**config.mk**
```make
export PLATFORM = sky130hd
export DESIGN_NAME = dmem_port_arbiter
export DESIGN_NICKNAME = d
export VERILOG_FILES = /design/src/rtl/dmem_pkg.sv /design/src/rtl/dmem_port_arbiter.sv
export SDC_FILE = /design/constraint.sdc
export NUM_CORES = 1
export LEC_CHECK = 0
export CAP_MARGIN = 20
export CELL_PAD_IN_SITES_DETAIL_PLACEMENT = 1
export CELL_PAD_IN_SITES_GLOBAL_PLACEMENT = 1
export CORE_UTILIZATION = 27
export DETAILED_ROUTE_END_ITERATION = 12
export PLACE_DENSITY = 0.84
export SLEW_MARGIN = 20
export SYNTH_ARGS = -nofsm -noshare
export SYNTH_HDL_FRONTEND = slang
export SYNTH_SLANG_ARGS = --single-unit
```
**constraint.sdc**
```tcl
create_clock -name clk -period 2.3 [get_ports clk]
set_input_delay 0.23 -clock clk [delete_from_list [all_inputs] [get_ports clk]]
set_output_delay 0.23 -clock clk [all_outputs]
set_load 0.05 [all_outputs]
```
**src/rtl/dmem_pkg.sv**
```systemverilog
// Shared encodings for the data-memory port arbiter.
package dmem_pkg;

  localparam int DM_IDX_W = 7;

  typedef enum logic {
    CPU_OWN = 1'b0,
    DBG_OWN = 1'b1
  } arb_state_e;

  typedef enum logic {
    OWN_CPU = 1'b0,
    OWN_DBG = 1'b1
  } owner_tag_e;

endpackage

```
**src/rtl/dmem_port_arbiter.sv**
```systemverilog
// Arbitrates the single-port data memory between the MEM stage and the debug/loader port.
// CPU has priority, debug may lock the port for bursts, starvation forces a debug slot.
//
//   state   | meaning
//   --------+-------------------------------------------------------------
//   CPU_OWN | CPU has priority; debug served when idle or when starved
//   DBG_OWN | debug holds the port for a locked burst; CPU requests stall
module dmem_port_arbiter
  import dmem_pkg::*;
#(
  parameter int DATA_W     = 32,
  parameter int IDX_W      = DM_IDX_W,
  parameter int STARVE_MAX = 8
) (
  input  logic              clk,
  input  logic              rst,
  input  logic              cpu_req,
  input  logic              cpu_we,
  input  logic [31:0]       cpu_addr,
  input  logic [DATA_W-1:0] cpu_wdata,
  output logic              cpu_stall,
  output logic              cpu_rvalid,
  output logic [DATA_W-1:0] cpu_rdata,
  input  logic              dbg_req,
  input  logic              dbg_we,
  input  logic [IDX_W-1:0]  dbg_idx,
  input  logic [DATA_W-1:0] dbg_wdata,
  input  logic              dbg_lock,
  output logic              dbg_gnt,
  output logic              dbg_rvalid,
  output logic [DATA_W-1:0] dbg_rdata,
  output logic              mem_en,
  output logic              mem_we,
  output logic [IDX_W-1:0]  mem_idx,
  output logic [DATA_W-1:0] mem_wdata,
  input  logic [DATA_W-1:0] mem_rdata,
  output logic              misalign
);

  localparam int CNT_W = $clog2(STARVE_MAX + 1);

  arb_state_e        state, state_nxt;
  logic [CNT_W-1:0]  starve_cnt;
  logic              starve_force;
  logic              cpu_grant, dbg_grant;
  logic [IDX_W-1:0]  cpu_idx;
  logic              rd_pend;
  owner_tag_e        rd_owner;
  logic [DATA_W-1:0] cpu_rdata_q, dbg_rdata_q;
  logic              unused_addr;

  // Word index wraps modulo the memory depth; high address bits are ignored.
  assign cpu_idx     = cpu_addr[IDX_W+1:2];
  assign unused_addr = ^{cpu_addr[31:IDX_W+2]};

  assign starve_force = (starve_cnt == CNT_W'(STARVE_MAX)) && dbg_req;

  always_comb begin
    state_nxt = state;
    cpu_grant = 1'b0;
    dbg_grant = 1'b0;
    case (state)
      CPU_OWN: begin
        if (cpu_req && !starve_force) begin
          cpu_grant = 1'b1;
        end else if (dbg_req) begin
          dbg_grant = 1'b1;
        end
        if (dbg_grant && dbg_lock) begin
          state_nxt = DBG_OWN;
        end
      end
      DBG_OWN: begin
        dbg_grant = dbg_req;
        if (!dbg_lock) begin
          state_nxt = CPU_OWN;
        end
      end
      default: state_nxt = CPU_OWN;
    endcase
  end

  assign cpu_stall = cpu_req && !cpu_grant;
  assign dbg_gnt   = dbg_grant;

  always_comb begin
    mem_en    = 1'b0;
    mem_we    = 1'b0;
    mem_idx   = '0;
    mem_wdata = '0;
    if (cpu_grant) begin
      mem_en    = 1'b1;
      mem_we    = cpu_we;
      mem_idx   = cpu_idx;
      mem_wdata = cpu_wdata;
    end else if (dbg_grant) begin
      mem_en    = 1'b1;
      mem_we    = dbg_we;
      mem_idx   = dbg_idx;
      mem_wdata = dbg_wdata;
    end
  end

  always_ff @(posedge clk or negedge rst) begin
    if (!rst) begin
      state      <= CPU_OWN;
      starve_cnt <= '0;
      misalign   <= 1'b0;
      rd_pend    <= 1'b0;
      rd_owner   <= OWN_CPU;
    end else begin
      state <= state_nxt;
      if (!dbg_req || dbg_grant) begin
        starve_cnt <= '0;
      end else if (starve_cnt != CNT_W'(STARVE_MAX)) begin
        starve_cnt <= starve_cnt + 1'b1;
      end
      if (cpu_grant && (cpu_addr[1:0] != 2'b00)) begin
        misalign <= 1'b1;
      end
      rd_pend  <= (cpu_grant && !cpu_we) || (dbg_grant && !dbg_we);
      rd_owner <= cpu_grant ? OWN_CPU : OWN_DBG;
    end
  end

  assign cpu_rvalid = rd_pend && (rd_owner == OWN_CPU);
  assign dbg_rvalid = rd_pend && (rd_owner == OWN_DBG);

  // Read data passes straight through in the response cycle and is held afterwards.
  always_ff @(posedge clk or negedge rst) begin
    if (!rst) begin
      cpu_rdata_q <= '0;
      dbg_rdata_q <= '0;
    end else begin
      if (cpu_rvalid) cpu_rdata_q <= mem_rdata;
      if (dbg_rvalid) dbg_rdata_q <= mem_rdata;
    end
  end

  assign cpu_rdata = cpu_rvalid ? mem_rdata : cpu_rdata_q;
  assign dbg_rdata = dbg_rvalid ? mem_rdata : dbg_rdata_q;

endmodule

```
Yosys cells after proc, flatten, opt, wreduce, memory -nomap -nowiden
Cells that the tools add are included.
Widths: inputs -> output; s select.
- add/subtract/negate cells: 1
- equal/unequal tests: 2
- multiplexer cells: 22
- bitwise operators: 2
- reductions and logical operators: 18
- operator list (operator ; count):
    $mux 32 ; 4
    $mux 7 ; 2
    $mux 1 ; 12
    $logic_and 1x1->1 ; 9
    $mux 4 ; 2
    $logic_not 1->1 ; 5
    $add 4x1->4 const B ; 1
    $eq 4x4->1 const B ; 1
    $ne 4x4->1 const B ; 1
    $pmux 1 s2 ; 2
    $reduce_bool 2->1 ; 2
    $logic_or 1x1->1 ; 2
    $not 1->1 ; 2
- register bits after elaboration: 72
- bits of input ports: 142
- output and inout bits: 110

Logic depth before layout (Yosys ltp)
Gate-level depths: netlist of the first run.
- depth after elaboration: 9
- depth in mapped cells: 6

Least setup slack after synthesis of the first run
No wires, ideal clock.
- path kind: register to output
- start: register starve_cnt[0]
- end: output mem_idx[0]
- arrival: 2.127 ns
- data required time: 2.070 ns
- slack: -0.057 ns
- stages on the path, launching flop included: 7
- path buffers: 1
- cell sequence: dfrtp_1 -> inv_1 -> ha_1 -> nand2_1 -> o311ai_4 -> buf_6 -> mux2i_1
- word-level cells in the longest chain between the ends: 9
- elaborated cells on any way between the ends: 11
- ends and longest elaborated chain (item ; RTL line ; source):
    start, declared ; dmem_port_arbiter.sv:43 ; logic [CNT_W-1:0] starve_cnt;
    start signal, assigned ; dmem_port_arbiter.sv:116 ; starve_cnt <= starve_cnt + 1'b1;
    $eq 4x4->1 (*) ; dmem_port_arbiter.sv:56 ; assign starve_force = (starve_cnt == CNT_W'(STARVE_MAX)) && dbg_req;
    $logic_and 1x1->1 (*) ; dmem_port_arbiter.sv:56 ;
    $logic_not 1->1 (*) ; dmem_port_arbiter.sv:64 ; if (cpu_req && !starve_force) begin
    $logic_and 1x1->1 (*) ; dmem_port_arbiter.sv:64 ;
    $mux 1 ; dmem_port_arbiter.sv:64 ;
    $mux 1 ; dmem_port_arbiter.sv:62 ; case (state)
    $pmux 1 s2 ; dmem_port_arbiter.sv:62 ;
    $mux 7 ; dmem_port_arbiter.sv:96 ; end else if (dbg_grant) begin
    $mux 7 (*) ; dmem_port_arbiter.sv:91 ; if (cpu_grant) begin
    end, declared ; dmem_port_arbiter.sv:34 ; output logic [IDX_W-1:0] mem_idx,
Mark *: on every way between the ends. The rest lies on a longest branch, timed or not. The select of a mux whose other input is x is not followed.

Worst setup path after layout of the first run
- start: register starve_cnt[1]
- end: output mem_wdata[31]
- word-level cells in the longest chain between the ends: 9
- elaborated cells on any way between the ends: 11
- ends and longest elaborated chain (item ; RTL line ; source):
    $eq 4x4->1 (*) ; dmem_port_arbiter.sv:56 ;
    $logic_and 1x1->1 (*) ; dmem_port_arbiter.sv:56 ;
    $logic_not 1->1 (*) ; dmem_port_arbiter.sv:64 ;
    $logic_and 1x1->1 (*) ; dmem_port_arbiter.sv:64 ;
    $mux 1 ; dmem_port_arbiter.sv:64 ;
    $mux 1 ; dmem_port_arbiter.sv:62 ;
    $pmux 1 s2 ; dmem_port_arbiter.sv:62 ;
    $mux 32 ; dmem_port_arbiter.sv:96 ;
    $mux 32 (*) ; dmem_port_arbiter.sv:91 ;
    end, declared ; dmem_port_arbiter.sv:35 ; output logic [DATA_W-1:0] mem_wdata,
Marks and branches as above.

==> reports/results.tsv, run 1 <==
stage	metric	value	unit
grt	GRT Overall Usage	0.194	
floorplan	die area	13500	um2
drt	final wirelength	14.7	mm
clocking	Clock transition at path regs	0.06	ns
synthesis	Syn Inst Count	300	
final_layout	commonest non-fill, non-tap cells in the layout	clkdlybuf4s50_1, buf_4, dfrtp_1	
grt	met1 Track Usage GR	0.191	
clocking	CTS tree	yes	
floorplan	Die Ht	116	um
clocking	Clock Latency Late Sink	0.33	ns
synthesis	yosys warns	0	
sta	min Tclk post-route	2.37	ns
floorplan	Initial Util	0.278	
worst_setup_path	slowest cell on the critical path	dfrtp_1	
clocking	Root Buffer	clkbuf_16	
sta	Final WS setup	-0.0659	ns
drt	average wire per standard cell	20.3	um
final_layout	final instance area	7310	um2
final_layout	Multi-input gate area	1940	um2
grt	global route hottest layer	met2	
grt	antenna violations before repair	0	
worst_setup_path	CP endpoint	mem_wdata[31]	
floorplan	die width	116	um
sta	worst hold slack	0.433	ns
final_layout	layout cells sized above 1	0.353	
final_layout	Diodes inserted	0	
worst_setup_path	Crit path arrival time	2.14	ns
worst_setup_path	Worst R2R End	rd_pend	
synthesis	Synth Flop Type	dfrtp_1	
synthesis	Net Count, Synth	444	
status	failing checks	negative setup slack	
worst_setup_path	crit end category	output port	
synthesis	synthesized area per cell	11.8	um2
worst_setup_path	CP Launch Type	register	
synthesis	FFs w/ async S/R, synth	1.00	
place	GP Congestion	0.830	
worst_setup_path	Worst EP required	2.07	ns
worst_setup_path	Worst Path Max Fanout	7	
drt	# DRC	0	
drt	Via Count	3274	
drt	Iteration-0 DRC Markers	65	
power_and_ir_drop	PwrDens	804	nW/um2
place	Post-DP HPWL	9.64	mm
sta	Slew @ Worst Pin	0.566	ns
sta	# setup viols final	35	
sta	clk_skew	0.00522	ns
status	status	finished with violations	
worst_hold_path	HP Class	in -> async	
grt	GR Overflow Total	0	
worst_setup_path	Worst R2R Path Depth	9	
sta	fmax	423	MHz
floorplan	Ports	252	
clocking	TritonCTS buffer count	9	
synthesis	post-synthesis register bit count	72	
power_and_ir_drop	total power	5880	uW
flow_run	max-cap violations	0	
worst_setup_path	critical path, cell by cell	inv_1 -> ha_1 -> nand2_2 -> o311ai_4 -> buf_6 -> buf_16 -> buf_12 -> mux2i_4 -> buf_12	
clocking	CTS Sinks	72	
floorplan	Rows	41	
grt	global-route track usage on met2	0.368	
place	dpl cell area	6260	um2
final_layout	synthesis-to-finish area growth	107	%
final_layout	fill count	1260	
sta	unrepaired setup endpoints after global routing	true	
synthesis	Post-Synthesis Cell Area	3530	um2
grt	largest net degree at the start of global routing	51	
worst_setup_path	setup slack, reg-to-reg	0.45	ns
synthesis	EDFF count, synth	0	
floorplan	Core ar.	12700	um2
synthesis	library cells used by synthesis	22	
synthesis	sequential-to-total area share from yosys stat	0.511	
power_and_ir_drop	Leakage Power	0.00324	uW
final_layout	commonest non-fill, non-tap cell in the layout	clkdlybuf4s50_1	
clocking	Clock Path Buffers	2	
worst_setup_path	reg2reg start	starve_cnt[1]	
clocking	# H-tree levels	3	
worst_setup_path	slowest stage delay, CP	0.37	ns
final_layout	register area	1800	um2
drt	Pre-antenna DRT Iters	4	
worst_setup_path	most repeated library cell on the critical path	buf_12	
drt	drt via density	4.52	
sta	ratio of final minimum period to clock period	1.03	
grt	grt met3 use	0.0680	
final_layout	# nets final	692	
worst_setup_path	CP Launch Point	starve_cnt[1]	
sta	Hold Fails Final Rpt	0	
worst_setup_path	Setup Crit Path Kind	reg -> out	
power_and_ir_drop	maximum vdd drop	344	uV
place	IO buf count	228	
sta	setup TNS	-1.07	ns
drt	ANT nets after route	0	
grt	first-pass GRT wire length	19.2	mm
place	pre-CTS WS	0.0143	ns
sta	Rel. slew slack	0.623	
sta	Final Max Slew Viols	0	
grt	vias in the first global route	3531	
[how the worst min path moves through the flow]
stage,cells after the start,end,startpoint
after floorplan,0,cpu_rdata_q[0],rst
after global placement,1,dbg_rdata_q[16],rst
after detailed placement,1,cpu_rdata_q[16],rst
after CTS,2,state,dbg_lock
after global routing,2,cpu_rdata_q[17],rst
final,2,cpu_rdata_q[17],rst
[worst max-delay path: cells and delay by family (launching register included)]
kind,cells,cell delay (ns)
buffers and inverters,5,0.64
flip-flops,1,0.37
AO/OA/AOI/OAI,1,0.30
multiplexers,1,0.27
adder cells (fa/ha/maj),1,0.15
AND/OR/NAND/NOR,1,0.07
[layout make-up]
class / instances / area share
sequential: 72 / 0.246
tap: 172 / 0.0294
clock buffer: 12 / 0.0337
inverter: 46 / 0.0240
clock inverter: 4 / 0.00274
timing repair buffer: 254 / 0.399
multi-input combinational: 165 / 0.265
[what timing repair did]
item,in CTS,in global routing
hold buffers,1,0
buffers inserted,10,2
resized for setup,32,61
endpoints found under the hold margin,22,0
endpoints found under the setup margin,40,41
cloned,1,4
[Yosys cell counts, types with 2 or more instances]
cell type,count,area (um2)
nand2_1,43,161
ha_1,2,25.0
and2_1,2,12.5
nor3_1,4,20.0
dfrtp_1,72,1800
buf_2,6,30.0
clkbuf_1,5,18.8
mux2i_1,41,410
mux2_1,64,721
buf_6,6,67.6
inv_1,44,165
[through the flow]
step | instances | util
floorplan | 300 | -
global placement | 691 | 0.494
detailed placement | 691 | 0.494
CTS | 719 | 0.539
global route | 725 | 0.577
finish | 725 | 0.577
[cells by family after synthesis]
kind of cell | Yosys count | synth area share
buf+inv | 63 | 0.0827
compound gates | 3 | 0.0124
fa+ha+maj | 2 | 0.00710
simple gates | 53 | 0.0610
xor+xnor | 2 | 0.00497
mux | 105 | 0.321
flops | 72 | 0.511
[per-layer routing]
layer	up-vias	share of wire
met1	1595	0.34
li1	1467	-
met5	-	0
met2	172	0.54
met3	40	0.079
met4	0	0.040
[report_power, final]
group / switching [uW] / leakage (uW) / internal [uW]
Combinational: 1870 / 0.00225 / 1140
Clock: 503 / 0.000136 / 751
Sequential: 72.0 / 0.000851 / 1530
Total: 2450 / 0.00324 / 3430
[state kept, by name, summed over array words and instances (netlist names)]
register and count:
state 1, rd_pend 1, cpu_rdata_q 32, rd_owner 1
starve_cnt 4, misalign 1, dbg_rdata_q 32
No activity file was read; power rests on OpenSTA's default activity.
==> inputs of run 2 (changes only) <==
--- a/config.mk
+++ b/config.mk
@@ -5,12 +5,13 @@
 export SDC_FILE = /design/constraint.sdc
 export NUM_CORES = 1
 export LEC_CHECK = 0
+export ABC_AREA = 1
 export CAP_MARGIN = 20
 export CELL_PAD_IN_SITES_DETAIL_PLACEMENT = 1
 export CELL_PAD_IN_SITES_GLOBAL_PLACEMENT = 1
-export CORE_UTILIZATION = 27
+export CORE_UTILIZATION = 25
 export DETAILED_ROUTE_END_ITERATION = 12
-export PLACE_DENSITY = 0.84
+export PLACE_DENSITY = 0.85
 export SLEW_MARGIN = 20
 export SYNTH_ARGS = -nofsm -noshare
 export SYNTH_HDL_FRONTEND = slang
==> run 2 against run 1 <==
The run now ends clean. Combinational power grew 8.3%. Via count rose by 15%. Register-to-register slack gained 0.24 ns. Sequential share of layout area up 0.79 points. Final cell count up 12%. Non-clock buffer count decreased by 20. Critical path type unchanged. Largest cell class unchanged. Largest power group unchanged.
==> reports/results.tsv, run 2 <==
stage	metric	value	unit
status	status	complete, no violations	
synthesis	Synth Flop Type	dfrtp_1	
synthesis	sequential-to-total area share from yosys stat	0.526	
final_layout	fill count	1449	
place	IO buf count	228	
final_layout	Diodes inserted	0	
synthesis	library cells used by synthesis	22	
grt	met1 Track Usage GR	0.190	
synthesis	largest area contributor in the netlist	dfrtp_1	
synthesis	Net Count, Synth	565	
clocking	CTS tree	yes	
synthesis	post-synthesis register bit count	72	
power_and_ir_drop	Logic pwr share	0.530	
clocking	# H-tree levels	3	
drt	final wirelength	13.5	mm
drt	# DRC	0	
final_layout	commonest non-fill, non-tap cells in the layout	clkdlybuf4s50_1, nand2_1, buf_12	
floorplan	Initial Util	0.258	
floorplan	Rows	42	
sta	Final Max Slew Viols	0	
sta	ratio of final minimum period to clock period	0.956	
grt	first-pass GRT wire length	21.5	mm
power_and_ir_drop	total power	6170	uW
grt	GR Overflow Total	0	
worst_setup_path	Crit path arrival time	1.97	ns
clocking	TritonCTS buffer count	9	
sta	min Tclk post-route	2.20	ns
synthesis	FFs w/ async S/R, synth	1.00	
clocking	Clock Latency Late Sink	0.33	ns
synthesis	Post-Synthesis Cell Area	3430	um2
final_layout	layout cells sized above 1	0.216	
grt	grt met3 use	0.0570	
worst_setup_path	Worst Path Max Fanout	22	
power_and_ir_drop	maximum vdd drop	340	uV
synthesis	top cell types by occurrence after synthesis	nand2_1, nand3_1, dfrtp_1	
synthesis	main area contributors after synthesis	dfrtp_1, nand3_1, nand2_1	
floorplan	Core ar.	13300	um2
worst_setup_path	CP Launch Type	register	
grt	largest net degree at the start of global routing	73	
power_and_ir_drop	NetSw	2430	uW
final_layout	Largest regs	cpu_rdata_q x32, dbg_rdata_q x32, starve_cnt x4	
floorplan	Die Ht	119	um
floorplan	die width	119	um
worst_hold_path	HP Class	in -> async	
place	Post-DP HPWL	10.5	mm
final_layout	synthesis-to-finish area growth	107	%
power_and_ir_drop	Sw Share	0.394	
power_and_ir_drop	Leakage Power	0.00337	uW
final_layout	fin cells	815	
synthesis	post-synth top area share	0.526	
drt	ANT nets after route	0	
final_layout	commonest non-fill, non-tap cell in the layout	clkdlybuf4s50_1	
power_and_ir_drop	PwrDens	871	nW/um2
final_layout	# nets final	780	
grt	global route hottest layer	met2	
worst_setup_path	Setup Crit Path Kind	reg -> out	
sta	# setup viols final	0	
floorplan	die area	14200	um2
synthesis	yosys warns	0	
synthesis	Syn Inst Count	421	
synthesis	EDFF count, synth	0	
grt	vias in the first global route	4217	
sta	Hold Fails Final Rpt	0	
power_and_ir_drop	internal power	3740	uW
drt	Pre-antenna DRT Iters	4	
sta	clk_skew	0.00720	ns
sta	Rel. slew slack	0.382	
clocking	Root Buffer	clkbuf_16	
synthesis	synthesized area per cell	8.14	um2
place	placed insts	800	
worst_setup_path	Worst EP required	2.07	ns
clocking	Clock Path Buffers	2	
clocking	Clock transition at path regs	0.05	ns
power_and_ir_drop	sequential share of power	0.258	
drt	Via Count	3763	
drt	average wire per standard cell	16.6	um
place	GP Congestion	0.765	
power_and_ir_drop	Clock Power Share	0.211	
worst_setup_path	Worst R2R Path Depth	8	
floorplan	Ports	252	
grt	global-route track usage on met2	0.386	
sta	Slew @ Worst Pin	0.927	ns
drt	drt via density	4.62	
grt	antenna violations before repair	0	
sta	fmax	455	MHz
flow_run	max-cap violations	0	
clocking	CTS Sinks	72	
synthesis	count leader, synth	nand2_1	
worst_setup_path	crit end category	output port	
drt	Iteration-0 DRC Markers	148	
grt	GRT Overall Usage	0.195	
final_layout	Util after Layout	0.533	
==> run 2: changes by cell type after synthesis, sizes merged, moves of 3 or more <==
cell    before  now
nand3        1   82
nand2       43  111
o21ai        0   65
mux2        64    0
mux2i       41    0
buf         12   23
nor2         1   10
nor3         4    0
clkbuf       5    8
inv         46   43
==> run 2: path summary, 6_finish.rpt <==
path                                from  slack [ns]        endpoint
max in group asynchronous            rst        1.65   starve_cnt[1]
min in group clk                dbg_lock        0.48           state
setup reg to reg           starve_cnt[0]        0.69   starve_cnt[3]
setup / recovery           starve_cnt[0]        0.10    mem_wdata[3]
hold / removal                       rst        0.03  dbg_rdata_q[4]
hold reg to reg                 misalign        0.49        misalign
==> run 2: metal layers <==
layer / wire length [um] / vias up / part of all wire
li1: - / 1785 / -
met1: 4600 / 1800 / 0.34
met2: 7670 / 164 / 0.57
met3: 1080 / 14 / 0.080
met4: 194 / 0 / 0.014
met5: 0 / - / 0
==> run 2: area by class of cell <==
cell class / count / area (um2) / share of cell area
timing repair buffer: 234 / 3320 / 0.468
sequential: 72 / 1800 / 0.254
multi-input combinational: 276 / 1310 / 0.185
clock buffer: 10 / 229 / 0.0323
tap: 176 / 220 / 0.0311
inverter: 43 / 161 / 0.0228
clock inverter: 4 / 47.5 / 0.00671
==> run 2: repair_timing <==
action	in CTS	in global routing
setup endpoints to repair	9	12
hold buffers	0	0
gates resized for setup	2	2
buffers inserted	0	0
pin swaps	0	1
cloned	0	1
==> run 2: through the flow <==
stage	setup WS (ns)	hold WS, ns	setup TNS (ns)	instance area (um2)
final	0.100	0.0302	0	7080
after global routing	-0.0150	0.124	-0.0854	7080
after CTS	0.0693	0.0675	0	7060
after detailed placement	0.274	0.429	0	6780
after global placement	0.310	0.409	0	6780
after floorplan	0.164	-0.0656	0	3430
==> run 2: kinds of logic after synthesis <==
kind of cell | synth area share
and+or+nand+nor | 0.267
adders and majority gates | 0.00730
buffers and inverters | 0.0978
xor gates and xnor gates | 0.00511
DFF | 0.526
AOI/OAI and AO/OA | 0.0971
==> run 2: worst max-delay path: stages (launching register included) <==
cell and delay, ns:
dfrtp_1 0.41, inv_1 0.07, ha_1 0.13, nand2_1 0.06, inv_1 0.10, nand2_4 0.16
nand2_4 0.29, nand3_1 0.12, nand2_1 0.14, buf_12 0.15
==> run 2: power by group through the flow <==
stage          combinational, uW  sequential [uW]  clock (uW)
6_report                    3270             1590        1300
5_1_grt                     3410             1620        1400
4_1_cts                     3310             1600        1360
3_5_place_dp                3290             1620           0
3_3_place_gp                3210             1590           0
2_1_floorplan               1570             1590           0
